===== src/rtl/space_invaders_pkg.sv =====
// space_invaders_pkg: shared geometry, ID width, alive-mask indexing and fire FSM encoding
package space_invaders_pkg;
  localparam int COLUNAS = 8;
  localparam int LINHAS = 3;
  localparam int ID_W = 6;
  typedef enum logic [1:0] {
    IDLE  = 2'd0,
    PICK  = 2'd1,
    SCAN  = 2'd2,
    OFFER = 2'd3
  } fire_state_t;
  function automatic int alive_idx(input int row, input int col, input int cols);
    return row * cols + col;
  endfunction
endpackage


===== src/rtl/lfsr16.sv =====
// lfsr16: 16-bit Galois LFSR (x^16+x^14+x^13+x^11), free-running out of reset
module lfsr16 (
  input  logic        clk,
  input  logic        reset,
  input  logic [15:0] seed,
  output logic [15:0] out
);
  // right-shifting Galois form: feedback from bit 0 into the tap mask
  always_ff @(posedge clk or negedge reset)
    if (!reset) out <= seed;
    else out <= (out >> 1) ^ (out[0] ? 16'hB400 : 16'h0000);
endmodule


===== src/rtl/enemy_fire_scheduler.sv =====
// enemy_fire_scheduler: periodically picks a random live column and offers its bottom-most invader as shooter
module enemy_fire_scheduler #(
  parameter int          COLUNAS     = space_invaders_pkg::COLUNAS,
  parameter int          LINHAS      = space_invaders_pkg::LINHAS,
  parameter int          FIRE_PERIOD = 10_000_000,
  parameter logic [15:0] LFSR_SEED   = 16'hACE1
) (
  input  logic                                clk,
  input  logic                                reset,
  input  logic                                enable,
  input  logic [COLUNAS*LINHAS-1:0]           vivo_inimigo,
  input  logic                                bala_ativa,
  input  logic                                fire_ready,
  output logic                                fire_valid,
  output logic [space_invaders_pkg::ID_W-1:0] ID_enemy_tiro_X,
  output logic [space_invaders_pkg::ID_W-1:0] ID_enemy_tiro_Y
);
  import space_invaders_pkg::*;
  localparam int CW = COLUNAS > 1 ? $clog2(COLUNAS) : 1;
  localparam int PW = $clog2(FIRE_PERIOD);
  localparam logic [CW:0] NCOL = (CW+1)'(COLUNAS);
  localparam logic [PW-1:0] TC = PW'(FIRE_PERIOD - 1);
  fire_state_t state;
  logic [15:0] lfsr;
  logic [PW-1:0] cnt;
  logic [CW-1:0] scan_col, cand_col;
  logic [CW:0] scan_cnt, cand_ext;
  logic [LINHAS-1:0] col_alive;
  logic found;
  logic [ID_W-1:0] hit_row;
  logic unused_lfsr;
  lfsr16 u_lfsr (
    .clk  (clk),
    .reset(reset),
    .seed (LFSR_SEED),
    .out  (lfsr)
  );
  assign unused_lfsr = ^lfsr[15:CW];
  assign cand_ext = {1'b0, lfsr[CW-1:0]};
  assign cand_col = cand_ext >= NCOL ? CW'(cand_ext - NCOL) : lfsr[CW-1:0];
  for (genvar r = 0; r < LINHAS; r++) begin : g_row
    logic [COLUNAS-1:0] row_bits;
    assign row_bits = vivo_inimigo[alive_idx(r, 0, COLUNAS) +: COLUNAS];
    assign col_alive[r] = row_bits[scan_col];
  end
  // bottom-most live row of the column under scan (later rows win)
  always_comb begin
    found = 1'b0;
    hit_row = '0;
    for (int i = 0; i < LINHAS; i++)
      if (col_alive[i]) begin
        found = 1'b1;
        hit_row = ID_W'(i);
      end
  end
  // fire FSM: period count, column pick, column scan, handshake offer
  always_ff @(posedge clk or negedge reset)
    if (!reset) begin
      state <= IDLE;
      cnt <= '0;
      scan_col <= '0;
      scan_cnt <= '0;
      fire_valid <= 1'b0;
      ID_enemy_tiro_X <= '0;
      ID_enemy_tiro_Y <= '0;
    end else if (!enable) begin
      state <= IDLE;
      cnt <= '0;
      fire_valid <= 1'b0;
    end else begin
      case (state)
        IDLE:
          if (cnt != TC) cnt <= cnt + 1'b1;
          else if (!bala_ativa) begin
            cnt <= '0;
            state <= PICK;
          end
        PICK: begin
          scan_col <= cand_col;
          scan_cnt <= '0;
          state <= SCAN;
        end
        SCAN:
          if (found) begin
            ID_enemy_tiro_X <= ID_W'(scan_col);
            ID_enemy_tiro_Y <= hit_row + 1'b1;
            fire_valid <= 1'b1;
            state <= OFFER;
          end else begin
            scan_col <= scan_col == CW'(COLUNAS - 1) ? '0 : scan_col + 1'b1;
            scan_cnt <= scan_cnt + 1'b1;
            if (scan_cnt == NCOL - 1'b1) state <= IDLE;
          end
        OFFER:
          if (fire_ready) begin
            fire_valid <= 1'b0;
            state <= IDLE;
          end
        default: state <= IDLE;
      endcase
    end
endmodule

===== config.mk =====
export PLATFORM = sky130hd
export DESIGN_NAME = enemy_fire_scheduler
export DESIGN_NICKNAME = d
export VERILOG_FILES = /design/src/rtl/space_invaders_pkg.sv /design/src/rtl/lfsr16.sv /design/src/rtl/enemy_fire_scheduler.sv
export SDC_FILE = /design/constraint.sdc
export NUM_CORES = 1
export LEC_CHECK = 0
export ABC_AREA = 1
export BUFFER_PORTS_ARGS = -buffer_cell sky130_fd_sc_hd__buf_2
export CAP_MARGIN = 5
export CORE_MARGIN = 10
export CORE_UTILIZATION = 40
export DETAILED_ROUTE_END_ITERATION = 8
export HOLD_SLACK_MARGIN = 0.06
export PLACE_DENSITY = 0.61
export SYNTH_ARGS = -nofsm -noshare
export SYNTH_HDL_FRONTEND = slang
export SYNTH_SLANG_ARGS = --single-unit

===== constraint.sdc =====
create_clock -name clk -period 2.11 [get_ports clk]
set_input_delay 0.1055 -clock clk [delete_from_list [all_inputs] [get_ports clk]]
set_output_delay 0.1055 -clock clk [all_outputs]
set_load 0.01 [all_outputs]

==> flow_results.org, run 1 <==
** Run status
- The flow ran to the end, and the final reports show no timing, DRC or antenna violations.

** Synth
- Cell type with the highest aggregate area in the netlist :: sky130_fd_sc_hd__dfrtp_1
- Commonest register cell after synthesis :: sky130_fd_sc_hd__dfrtp_1
- Sequential-to-total area share from yosys stat :: 0.415
- Post-synthesis async set-or-reset flop share :: 1.00
- The share of synthesized area in the top cell type comes to 0.353.
- Ranked by total cell area, the synthesized netlist is headed by sky130_fd_sc_hd__dfrtp_1, sky130_fd_sc_hd__nand2_1, sky130_fd_sc_hd__nand3_1, sky130_fd_sc_hd__dfstp_2, sky130_fd_sc_hd__inv_1.
- Synthesized area per cell :: 7.41 µm²
- FF+latch count, synth :: 56
- Gate Count Post-Synth :: 459
- Distinct cells, synth :: 34
- Count of flip-flops with a built-in enable after synthesis :: 0
- The Yosys step of the flow raised 0 warnings.
- The synthesized netlist occupies a cell area of 3400 µm².

** Global route
- Initial antenna violation count :: 0
- GRT Overall Usage :: 0.130
- Maximum number of pins on one net before global-route repair :: 57
- Grt ovf :: 0
- Wire length of the first global-routing pass :: 14100 µm
- Number of global-route vias before repair :: 2959

** Floorplan
- Number of placement rows :: 33
- From bottom edge to top edge, the die measures 112 µm.
- The die covers 12600 µm².
- Initial Utilization :: 0.412
- CORE AREA :: roughly 8300 µm²
- Width of the die :: 112 µm
- Top-level I/O count :: 42

** Placed design
- At the placement stage, the worst setup path has a slack of 0.229 ns.
- The congestion estimate from routability-driven global placement came to 0.890.
- Detailed Place HPWL :: 6250 µm
- Input and output buffers added on the ports amount to 35.

** Worst setup path
- Along the worst path, the maximum fanout reaches 14.
- STA classifies the critical path endpoint as a register.
- In this run the critical register-to-register path is captured at scan_cnt[2]$_DFFE_PN0P_.
- Length in cells of the worst reg-to-reg path :: 9
- Endpoint arrival time on the critical path :: 2.05 ns
- STA classifies the critical path startpoint as a register.
- R2R Setup Slk :: 0.27 ns
- Critical R2R Launch :: scan_col[1]$_DFFE_PN0P_
- On the critical path, the stage with the largest delay is an instance of sky130_fd_sc_hd__dfrtp_1.
- Critical Path RT :: 2.32 ns
- Cell chain of the critical path :: inv_1, nand2_1, nand3_1, nand2_2, nand3_4, nand2_4, nand3_4, nand2_1, o21ai_2
- By startpoint and endpoint, the worst setup path is classified as reg -> reg.
- The largest single stage delay on the critical path is 0.59 ns.

** CTS
- Number of buffers added to fix hold violations after cts :: 2
- The clock reaches the later pin of the worst-skew pair after about 0.32 ns.
- The clock tree synthesis step divided the H-tree into 2 levels.
- Root Buffer Master :: sky130_fd_sc_hd__clkbuf_8
- Register clock-pin slew on the reported worst setup and hold paths :: roughly 0.11 ns
- TritonCTS built the clock tree.
- The tree built by TritonCTS fans out to 56 sinks.
- Setup repair bufs after CTS :: 0
- Number of buffers inserted during clock tree synthesis :: 5
- Post-cts resize count :: 0
- No sink is reached through more buffers than the 2 on the longest clock path.

** Detailed routing
- Dividing the detail-routed via count by the number of cells gives approximately 5.0.
- Wire length reported by the detailed router :: 8170 µm
- Number of antenna-violating nets in the routed design :: 0
- Post-route DRC :: 0
- Before antenna repair, the detailed router went through 4 iterations.
- Via Count :: between 3000 and 4000
- Detailed router's first-iteration violation count :: 167
- WL per Instance :: 13.5 µm

** Final layout
- Total inserted antenna cells :: 0
- Of the cells placed in the final design, the portion with a size suffix greater than 1 is 0.175.
- At the end of the flow, the number of nets in the layout was around 530.
- Utilization of the core after routing :: 0.463
- Counting the fill cells in the layout gives a little under 900.
- Area overhead of the layout relative to synthesis :: 12.4%

** Power
- In this run the static leakage power is 1.87 nW.
- Worst IR Drop VDD :: 0.308 mV
- Dividing total power by cell area gives a power density of roughly 770 nW/µm².

** Min path
- In this run the most critical hold path is launched from enable.
- Cell depth of the worst min-delay path :: 3
- Hold Crit Endpoint :: state[1]$_DFFE_PN0P_
- The min-delay analysis places its worst path in the category in -> reg.

** Timing
- Post-Route Hold Slack :: around 0.19 ns
- Rel. slew slack :: 0.530
- Static timing analysis puts the maximum clock frequency at roughly 540 MHz.
- Summed over all failing endpoints, the final setup total negative slack is 0 ns.
- Slew of the pin with the lowest slew margin :: 0.705 ns
- Final hold violation count :: 0
- Max-slew violation count :: 0
- The worst path meets setup with 0.271 ns of slack.
- For the final database, setup skew stands at 0.0118 ns.
- Subtracting the final worst setup slack from the clock period gives 1.84 ns.
- Setup violations remaining at the end of the flow were counted as 0.
- RSZ-0062 raised after global routing :: false
- Final worst path period share :: 0.872

** Run
- Maxcap violations :: 0
power breakdown:
| part | total [mW] | switching, mW | leakage, nW | internal [mW] |
|---|---|---|---|---|
| Clock | 0.641 | 0.396 | 0.0463 | 0.245 |
| Sequential | 1.29 | 0.112 | 0.743 | 1.18 |
| Combinational | 1.01 | 0.649 | 1.08 | 0.364 |
cells in the final DEF, fill, tap and decap left out, types with 10 or more instances in the layout:
cell,instances
sky130_fd_sc_hd__nand2_1,140
sky130_fd_sc_hd__o21ai_1,10
sky130_fd_sc_hd__xor2_1,12
sky130_fd_sc_hd__buf_4,12
sky130_fd_sc_hd__inv_1,49
sky130_fd_sc_hd__nor2_1,37
sky130_fd_sc_hd__o21ai_0,22
sky130_fd_sc_hd__nand4_1,15
sky130_fd_sc_hd__dfrtp_1,48
sky130_fd_sc_hd__buf_2,35
sky130_fd_sc_hd__nand3_1,43
final cells by class:
type | instances | area, µm² | share of cell area
clock buffer | 5 | 68.8 | 0.0180
clock inverter | 3 | 27.5 | 0.00720
inverter | 50 | 188 | 0.0491
multi-input combinational | 338 | 1690 | 0.443
sequential | 56 | 1410 | 0.369
tap | 105 | 131 | 0.0343
timing repair buffer | 50 | 305 | 0.0798
logic make-up after synthesis:
kind of cell               after synthesis  synth area share
AOI/OAI and AO/OA                       50            0.0831
xor gates and xnor gates                13            0.0335
adders and majority gates                4            0.0147
buffers and inverters                   70            0.0930
DFF                                     56             0.415
muxes                                    2           0.00588
other                                    1           0.00110
and+or+nand+nor                        263             0.354
synth_stat cells (2+ instances only):
cell / number
sky130_fd_sc_hd__nand2_1: 140
sky130_fd_sc_hd__inv_1: 49
sky130_fd_sc_hd__dfrtp_1: 48
sky130_fd_sc_hd__nand3_1: 43
sky130_fd_sc_hd__nor2_1: 37
sky130_fd_sc_hd__o21ai_0: 22
sky130_fd_sc_hd__nand4_1: 15
sky130_fd_sc_hd__xor2_1: 12
sky130_fd_sc_hd__buf_2: 10
sky130_fd_sc_hd__o21ai_1: 10
sky130_fd_sc_hd__a21oi_1: 8
sky130_fd_sc_hd__dfstp_2: 8
sky130_fd_sc_hd__nand2_2: 8
sky130_fd_sc_hd__buf_4: 7
sky130_fd_sc_hd__nand3b_1: 7
sky130_fd_sc_hd__o21ai_2: 7
sky130_fd_sc_hd__ha_1: 4
sky130_fd_sc_hd__nand3_2: 3
sky130_fd_sc_hd__buf_6: 2
sky130_fd_sc_hd__mux2i_1: 2
sky130_fd_sc_hd__nand3_4: 2
sky130_fd_sc_hd__nor3b_1: 2
sky130_fd_sc_hd__nor4_1: 2
metal layers:
metal	part of all wire	vias up	track usage
met5	0	-	0
met4	0.018	0	0.0415
met3	0.055	11	0.0261
met2	0.48	73	0.224
met1	0.45	1394	0.160
li1	-	1549	-
critical path, delay by kind of cell (launching register included):
family          cells  cell delay, ns
compound gates      1            0.05
flops               1            0.59
buf+inv             1            0.22
simple gates        7            0.86
sequential cells by signal, summed over array words and instances, names as in the netlist:
name and flops:
fire_valid 1, u_lfsr.out 16, scan_col 3, ID_enemy_tiro_Y 3, scan_cnt 4, state 2, ID_enemy_tiro_X 3, cnt 24
worst max path at each step:
| stage | cells after the start | slack, ns | start | to |
|---|---|---|---|---|
| floorplan | 8 | 0.46 | cnt[0]$_DFFE_PN0P_ | cnt[12]$_DFFE_PN0P_ |
| global placement | 9 | 0.27 | scan_col[1]$_DFFE_PN0P_ | scan_cnt[1]$_DFFE_PN0P_ |
| detailed placement | 9 | 0.23 | scan_col[1]$_DFFE_PN0P_ | scan_cnt[2]$_DFFE_PN0P_ |
| CTS | 9 | 0.22 | scan_col[1]$_DFFE_PN0P_ | scan_cnt[2]$_DFFE_PN0P_ |
| global route | 9 | 0.04 | scan_col[1]$_DFFE_PN0P_ | scan_col[0]$_DFFE_PN0P_ |
| finish | 9 | 0.27 | scan_col[1]$_DFFE_PN0P_ | scan_cnt[2]$_DFFE_PN0P_ |
through the flow:
| stage | std cells | cell area (µm²) | power [mW] |
|---|---|---|---|
| 6_report | 607 | 3820 | 2.95 |
| 5_1_grt | 607 | 3820 | 3.17 |
| 4_1_cts | 607 | 3820 | 2.99 |
| 3_5_place_dp | 597 | 3710 | 2.34 |
| 3_3_place_gp | 597 | 3710 | 2.32 |
| 2_1_floorplan | 464 | 3420 | 2.07 |
Power figures use the tool's default switching activity.
==> run 2, diff against run 1 <==
--- a/config.mk
+++ b/config.mk
@@ -7,12 +7,14 @@
 export LEC_CHECK = 0
 export ABC_AREA = 1
 export BUFFER_PORTS_ARGS = -buffer_cell sky130_fd_sc_hd__buf_2
-export CAP_MARGIN = 5
+export CAP_MARGIN = 25
+export CELL_PAD_IN_SITES_DETAIL_PLACEMENT = 2
+export CELL_PAD_IN_SITES_GLOBAL_PLACEMENT = 2
 export CORE_MARGIN = 10
-export CORE_UTILIZATION = 40
+export CORE_UTILIZATION = 33
 export DETAILED_ROUTE_END_ITERATION = 8
 export HOLD_SLACK_MARGIN = 0.06
-export PLACE_DENSITY = 0.61
+export PLACE_DENSITY = 0.81
 export SYNTH_ARGS = -nofsm -noshare
 export SYNTH_HDL_FRONTEND = slang
 export SYNTH_SLANG_ARGS = --single-unit
==> run 2 against run 1 <==
Effect of this change:
- total power increased by 2.5%
- utilization decreased by 8.1 points
- register-to-register slack got worse by 0.02 ns
- critical endpoint is now cnt[12]$_DFFE_PN0P_
- wire length increased by 34%
- first-iteration DRC count decreased by 21%
- worst setup slack got worse by 0.017 ns
- non-clock buffer count increased by 3
- combinational power increased by 6%
- sequential cell count unchanged
- critical path type unchanged
- critical path depth decreased by 1
- maximum frequency decreased by 0.89%
==> flow_results.org, run 2 (synthesized netlist as in run 1, its figures left out) <==
** Final layout
- The largest registers in the layout are cnt x24, u_lfsr.out x16, scan_cnt x4.
- The library cell used most frequently in the layout, excluding fill and tap cells, is sky130_fd_sc_hd__nand2_1.
- Largest Register :: cnt
- Total inserted antenna cells :: 0
- Highest-count cells in the layout ignoring fill and taps :: sky130_fd_sc_hd__nand2_1, sky130_fd_sc_hd__inv_1, sky130_fd_sc_hd__dfrtp_1
- Fill count :: 1250
- The net count of the finished layout is about 540.
- Area overhead of the layout relative to synthesis :: 14.3%
- Utilization of the core after routing :: 0.382
- The finished cells cover 3890 µm².
- Fraction of layout instances using a drive strength above 1 :: 0.186
- The register with the most flip-flops in the layout has 24 of them.

** Global route
- Met1 routing resource usage after global routing :: 0.174
- Met2 usage :: 0.284
- The layer flagged by global routing as most heavily used is met2.
- In the global route stage, met3 resource usage came out at 0.0222.
- Entering global routing, the biggest net connects 27 pins.
- Initial antenna violation count :: 0
- GRT Overall Usage :: 0.154
- Number of global-route vias before repair :: 3591
- Grt ovf :: 0
- Wire length of the first global-routing pass :: between 15000 and 20000 µm

** Floorplan
- During I/O placement, the number of pins put on the boundary was 42.
- CORE AREA :: 10200 µm²
- The initial utilization of the core area, before any placement, comes to 0.334.
- Die height :: approximately 120 µm
- Width of the die :: 122 µm
- After floorplanning, the core was divided into 37 placement rows.
- Die footprint :: 14800 µm²

** Timing
- The hold violation count in the final report came to 0.
- Max-slew violation count :: 0
- Setup violations remaining at the end of the flow were counted as 0.
- Hold is met by 0.234 ns.
- Max Freq :: 539 MHz
- Headroom to the max-slew limit came out at 0.608.
- Min Tclk post-route :: between 1.5 and 2 ns
- Setup total negative slack :: 0 ns
- Clock Skew :: 0.0135 ns
- Of the available clock period, the critical path in the final layout requires 0.879.
- At the pin with the least slew margin, the transition time is ~0.58 ns.

** Placed design
- After legalization and detailed placement, the total HPWL measured 8550 µm.
- Gp weighted congestion :: 0.845
- Port buffering added 35 buffers.
- After detailed placement, the total cell area comes to 3760 µm².

** Min path
- The worst hold path terminates at cnt[19]$_DFFE_PN0P_.
- Cell depth of the worst min-delay path :: 5
- In this run the most critical hold path is launched from enable.
- The min-delay analysis places its worst path in the category in -> reg.

** Power
- The worst-case IR drop observed on VDD is around 0.32 mV.
- Summed over all cells, the static leakage comes to 1.88 nW.
- Power spread over the standard cell area amounts to ~780 nW/µm².
- Total power for the finished layout comes to 3.02 mW.

** Worst setup path
- The worst register-to-register path has a setup slack of 0.25 ns.
- Cell chain of the critical path :: inv_1, nand2_1, nor4_2, nand4_1, nand2_2, buf_6, nand2_1, o21ai_0
- Endpoint arrival time on the critical path :: 2.10 ns
- Reg-to-Reg End :: cnt[12]$_DFFE_PN0P_
- The startpoint identified for the worst register-to-register timing path is cnt[13]$_DFFE_PN0P_.
- The largest single stage delay on the critical path is 0.48 ns.
- The setup path with the least slack is of type reg -> reg.
- Length in cells of the worst reg-to-reg path :: 8
- Of all nets on the critical path, the largest fanout is 19.
- Most repeated library cell on the critical path :: sky130_fd_sc_hd__nand2_1
- Slowest CP cell :: sky130_fd_sc_hd__dfrtp_1
- Worst setup EP type :: register
- Data on the critical path is required at its endpoint by 2.35 ns.
- The critical path starts at cnt[13]$_DFFE_PN0P_.
- Worst Setup Start Kind :: register

** Run status
- Result of the run :: finished clean

** CTS
- TritonCTS clock tree :: yes
- Clock Sink Count :: 56
- Clock-pin slew was measured on the worst setup and hold paths at 0.12 ns.
- The later pin in the worst-skew pair is clocked with a latency of 0.34 ns.
- The longest clock path from root to sink contains 2 buffers.
- Number of buffers inserted during clock tree synthesis :: 5
- Root Buffer Master :: sky130_fd_sc_hd__clkbuf_8
- In this run the number of H-tree levels came out at 2.

** Detailed routing
- Dividing the detail-routed via count by the number of cells gives 5.07.
- The count of nets left with antenna violations once routing finished came out at 0.
- Wire length reported by the detailed router :: about 11000 µm
- WL per Instance :: 17.0 µm
- First drt pass iteration count :: 4
- After the first detailed-routing iteration, the DRC count stood at roughly 130.
- Via Count :: 3247
- Post-route DRC :: 0

** Run
- Maxcap violations :: 0
## run 2: worst max-delay path: cells and delay by family (launching register included)
kind / cells / cell delay [ns]
simple gates: 5 / 0.88
flops: 1 / 0.48
buf+inv: 2 / 0.29
compound gates: 1 / 0.10
## run 2: layout make-up
class	instances	area, µm²	area share
multi-input cells	338	1700	0.437
flip-flops and latches	56	1410	0.363
repair buffers	53	323	0.0830
inverters	50	188	0.0482
well taps	136	170	0.0437
clock buffers	5	68.8	0.0177
clock inverters	3	26.3	0.00675
## run 2: report_power, final
group	internal [mW]	switching [mW]	leakage [nW]
Sequential	1.18	0.107	0.741
Clock	0.243	0.421	0.0423
Combinational	0.361	0.708	1.09
Total	1.79	1.24	1.88
## run 2: stage by stage
stage	cells	setup slack (ns)
6_report	641	0.254
3_5_place_dp	631	0.147
5_1_grt	641	-0.00180
4_1_cts	641	0.0641
2_1_floorplan	464	0.456
3_3_place_gp	631	0.205
## run 2: worst max path at each step
stage / to / slack [ns] / cells past startpoint
finish: cnt[12]$_DFFE_PN0P_ / 0.25 / 8
global route: cnt[12]$_DFFE_PN0P_ / -0.002 / 8
CTS: cnt[15]$_DFFE_PN0P_ / 0.06 / 8
detailed placement: scan_col[0]$_DFFE_PN0P_ / 0.15 / 9
global placement: scan_col[2]$_DFFE_PN0P_ / 0.21 / 9
floorplan: cnt[12]$_DFFE_PN0P_ / 0.46 / 8
## run 2: routing by layer
layer | up-vias | wire [µm] | share of wire
met2 | 53 | 5790 | 0.53
met3 | 14 | 326 | 0.030
met5 | - | 0 | 0
met1 | 1631 | 4580 | 0.42
met4 | 0 | 216 | 0.020
li1 | 1549 | - | -
## run 2: repair_timing
action | in CTS | in global routing
hold buffers | 2 | 0
endpoints found under the setup margin | 0 | 30
buffers inserted | 0 | 0
hold endpoints to repair | 17 | 0
gates resized for setup | 0 | 5
